===== config.mk =====
export PLATFORM = sky130hd
export DESIGN_NAME = fp_addsub_serial
export DESIGN_NICKNAME = d
export VERILOG_FILES = /design/src/rtl/fp_addsub_serial.sv
export SDC_FILE = /design/constraint.sdc
export NUM_CORES = 2
export LEC_CHECK = 0
export CORE_UTILIZATION = 50
export CTS_CLUSTER_SIZE = 25
export DETAILED_ROUTE_END_ITERATION = 10
export MAX_ROUTING_LAYER = met4
export PLACE_DENSITY_LB_ADDON = 0.25
export SYNTH_ARGS = -nofsm -noshare
export SYNTH_HDL_FRONTEND = slang
export SYNTH_HIERARCHICAL = 1
export SYNTH_SLANG_ARGS = --single-unit

===== constraint.sdc =====
create_clock -name clk -period 6.2 [get_ports clk]
set_input_delay 1.24 -clock clk [delete_from_list [all_inputs] [get_ports clk]]
set_output_delay 1.24 -clock clk [all_outputs]
set_load 0.01 [all_outputs]

===== src/rtl/fp_addsub_serial.sv =====
// Word-serial (a +/- b) mod P: raw pass, then a +/-P correction pass,
// both through one shared W-bit carry adder.
module fp_word_adder #(
  parameter int N = 32
) (
  input  logic [N-1:0] a,
  input  logic [N-1:0] b,
  input  logic         cin,
  output logic [N-1:0] s,
  output logic         cout
);
  assign {cout, s} = {1'b0, a} + {1'b0, b} + {{N{1'b0}}, cin};
endmodule

module fp_addsub_serial #(
  parameter int WIDTH = 128,
  parameter int W = 32,
  parameter logic [WIDTH-1:0] P =
    128'h7FFF_FFFF_FFFF_FFFF_FFFF_FFFF_FFFF_FFFF
) (
  input  logic             clk,
  input  logic             rst,
  input  logic             start,
  input  logic             op,
  input  logic [WIDTH-1:0] a,
  input  logic [WIDTH-1:0] b,
  output logic [WIDTH-1:0] res,
  output logic             busy,
  output logic             done
);
  localparam int NW = WIDTH / W;
  localparam int CW = (NW > 1) ? $clog2(NW) : 1;
  localparam logic [CW-1:0] LAST = CW'(NW - 1);

  typedef enum logic [1:0] {
    IDLE, PASS1, PASS2, DONE
  } state_t;

  state_t state;
  logic [WIDTH-1:0] ra, rb, rs, rt;
  logic [WIDTH-1:0] tfull;
  logic [CW-1:0] cnt;
  logic opr, carry, c1;
  logic [W-1:0] aw, bw, s;
  logic cout;
  int idx;

  fp_word_adder #(.N(W)) u_add (
    .a(aw), .b(bw), .cin(carry), .s(s), .cout(cout)
  );

  always_comb begin
    idx = int'(cnt) * W;
    aw = ra[idx +: W];
    bw = opr ? ~rb[idx +: W] : rb[idx +: W];
    if (state == PASS2) begin
      aw = rs[idx +: W];
      bw = opr ? P[idx +: W] : ~P[idx +: W];
    end
  end

  // Final T as it will look once the last word lands; used for selection.
  always_comb begin
    tfull = rt;
    tfull[WIDTH-1 -: W] = s;
  end

  always_ff @(posedge clk) begin
    if (rst) begin
      state <= IDLE;
      ra    <= '0;
      rb    <= '0;
      rs    <= '0;
      rt    <= '0;
      cnt   <= '0;
      opr   <= 1'b0;
      carry <= 1'b0;
      c1    <= 1'b0;
      res   <= '0;
      busy  <= 1'b0;
      done  <= 1'b0;
    end else begin
      unique case (state)
        IDLE, DONE: begin
          done <= 1'b0;
          if (start) begin
            ra    <= a;
            rb    <= b;
            opr   <= op;
            cnt   <= '0;
            carry <= op;
            busy  <= 1'b1;
            state <= PASS1;
          end else begin
            state <= IDLE;
          end
        end
        PASS1: begin
          rs[idx +: W] <= s;
          carry <= cout;
          cnt   <= cnt + CW'(1);
          if (cnt == LAST) begin
            c1    <= cout;
            cnt   <= '0;
            carry <= ~opr;
            state <= PASS2;
          end
        end
        PASS2: begin
          rt[idx +: W] <= s;
          carry <= cout;
          cnt   <= cnt + CW'(1);
          if (cnt == LAST) begin
            cnt   <= '0;
            busy  <= 1'b0;
            done  <= 1'b1;
            state <= DONE;
            // sub: C1=0 is a borrow, so take S+P
            if (opr)
              res <= c1 ? rs : tfull;
            else
              res <= (c1 | cout) ? tfull : rs;
          end
        end
        default: state <= IDLE;
      endcase
    end
  end
endmodule


==> results_dict.tcl <==
set metrics [dict create \
    slew_headroom_pct -0.3597 \
    via_per_inst 6.086 \
    die_h_um 240.0 \
    nNetsFinal 3970 \
    cp.arrival_ns 6.01 \
    grt_pass1_vias 25143 \
    cts_setup_buffers 0 \
    first_pass_iters 6 \
    first_iter_violations 3453 \
    hold_viol 0 \
    cts_root_buf "clkbuf_16" \
    io-pin-count 390 \
    hold_ws_ns 0.4513 \
    power_density_nw_per_um2 419.3 \
    ys_warn_count 6 \
    end_kind "register" \
    grt-ovfl-total 0 \
    async_flop_share_pct 0 \
    dp_cells 4346 \
    synth_top_area_share_pct 43.60 \
    vias 27168 \
    clkTransAtPathRegs_ns 0.06 \
    htreeDepth 3 \
    ant_nets 0 \
    synth_area_leaders "dfxtp_1 44%, nand2_1 14%, a21oi_1 8.7%" \
    cts_sinks 617 \
    ir_drop_uv 285.5 \
    setup-tns-final_ns 0 \
    syn_area_sq_um 28330 \
    setup_viol 0 \
    place_congestion 0.9594 \
    portBuffers 389 \
    cts_buffers 68 \
    synth.most_common_cell "nand2_1" \
    synth_edf_count 0 \
    syn_nets 3799 \
    fin_crit_sh_pct 89.02 \
    power.static_leakage_nw 12.25 \
    num_rows 86 \
    p_int_w 0.008469 \
    ys_types 68 \
    ys.flop_type "dfxtp_1" \
    drt_wl_total_um 103700 \
    critPathRequiredTime_ns 6.69 \
    syn_avg_cell_area_sq_um 8.102 \
    grt_pass1_wl_um 153800 \
    synth_top_area_cell "dfxtp_1" \
    fin_cells 4464 \
    layout_setup_ws_ns 0.6806 \
    core_area_sq_um 55520 \
    antenna_found_initial 3 \
    clk_path_buf_depth 3 \
    grt_setup_unrepaired "no" \
    cts_tree "done" \
    yosysSeqAreaShare_pct 43.60 \
    switching_share_pct 41.36 \
    dpl_cell_area_sq_um 32230 \
    period_minus_slack_ns 5.519 \
    die_w_um 240.0 \
    clock_latency_ns 0.62 \
    grt_max_degree 171 \
    wl_per_cell_um 23.23 \
    design_area_sq_um 34440 \
    status "finished with violations" \
    p_sw_w 0.005972 \
    maxCapViolations 1 \
    initial_core_util_pct 51.03 \
    cts_hold_buf 0 \
    ys_ff_latch 617 \
    ctsResizeCount 0 \
    synth_common_cells "1092 x nand2_1, 617 x dfxtp_1, 491 x a21oi_1" \
    area_delta_synth_final_pct 21.56 \
    route.detailed.drc 0 \
    final_max_slew_viol_count 1 \
    violations "capacitance limit, slew limit" \
    hold_path.class "reg2reg" \
    synthCells 3497 \
    fin_skew_ns 0.02470 \
    place_ws_ns 0.8941 \
    seqPwrFrac_pct 32.6 \
    path_class "reg2reg" \
    worstSetupStartpointType "register" \
    grt_usage_pct 36.16 \
    fmax_mhz 181.2 \
    p_clk_share_pct 28.2 \
    worst_pin_slew_ns 1.495 \
    place_hpwl_um 68920 \
    die_area_sq_um 57620 \
    comb_power_share_pct 39.2 \
    drive_gt1_share_pct 8.080 \
    cp_max_fo 128 \
]
==> worst paths after layout <==
check,slack (ns),from,end,cells past startpoint
setup / recovery,0.68,state[0],res[14],19
hold / removal,0.45,rb[75],rb[75],2
setup reg to reg,0.68,state[0],res[14],19
hold reg to reg,0.45,rb[75],rb[75],2
==> worst max-delay path, cell delays in order, from the launching register on <==
cell and delay (ns):
dfxtp_1 0.34, inv_1 0.12, ha_4 0.37, buf_4 0.38, mux4_2 0.35, nand2_1 0.08, nand2_1 0.10, fa_1 0.47
fa_1 0.43, a211oi_1 0.29, o21ai_1 0.21, o2111ai_1 0.32, a2111o_1 0.24, a21boi_2 0.08, o211ai_1 0.18, a21oi_1 0.13
or3_4 0.40, buf_12 0.22, nand4_1 0.33, o211ai_2 0.13
==> through the flow <==
step	total power, W	utilization [%]
finish	0.01444	62.03
global route	0.01491	62.02
CTS	0.01427	62.02
detailed placement	0.01023	58.04
global placement	0.01020	58.04
floorplan	0.008263	-
==> power groups by stage <==
stage	clock network (W)	logic (W)	registers, W
2_1_floorplan	0	0.00365	0.00461
3_3_place_gp	0	0.00543	0.00477
3_5_place_dp	0	0.00545	0.00478
4_1_cts	0.00409	0.00548	0.00470
6_report	0.00407	0.00566	0.00471
5_1_grt	0.00426	0.00591	0.00475
==> sequential cells by signal, summed over array words and instances, names as in the netlist <==
register / cells
ra: 128
rb: 128
res: 128
rs: 128
rt: 96
cnt: 2
state: 2
busy: 1
c1: 1
carry: 1
done: 1
opr: 1
==> routing by layer <==
layer  vias to the layer above  GRT usage, %  routed length (um)
li1                      12434             -                   -
met1                     12970         45.54               40000
met2                      1474         55.43               47900
met3                       290         7.853               10420
met4                         0         16.56                5370
met5                         -             -                   0
==> kinds of logic (layout without fill, tap and decap cells) <==
kind of cell,count (synthesis),count (layout),share of synthesized area [%]
AND/OR/NAND/NOR,1524,1524,22.81
multiplexers,129,129,7.428
adder cells (fa/ha/maj),42,42,1.908
XOR/XNOR,59,59,1.824
flip-flops,617,617,43.60
other,0,3,0
AO/OA/AOI/OAI,760,760,16.40
buffers and inverters,366,582,6.028
==> placed cells by master, fill, tap and decap left out, types with 17 or more instances in the layout <==
master / n
nor2_1: 46
buf_4: 62
mux2i_1: 64
a21o_1: 17
nand4_1: 131
nand3_1: 202
clkbuf_16: 70
a21oi_1: 490
dfxtp_1: 615
a32oi_1: 32
clkdlybuf4s50_1: 388
xor2_1: 43
mux4_2: 65
o211ai_2: 32
o211ai_1: 101
ha_1: 39
nand2_1: 1089
o22ai_1: 33
==> area by class of cell <==
type                            instances  area (sq um)
Fill cell                            4962         21080
Multi-Input combinational cell       2514         14400
Sequential cell                       617         12360
Timing Repair Buffer                  458          4504
Clock buffer                           98          2017
Tap cell                              748         935.9
Clock inverter                         17         188.9
Inverter                                9         33.78
Antenna cell                            3         7.507
Note: power is estimated with default switching activity, not from simulation.
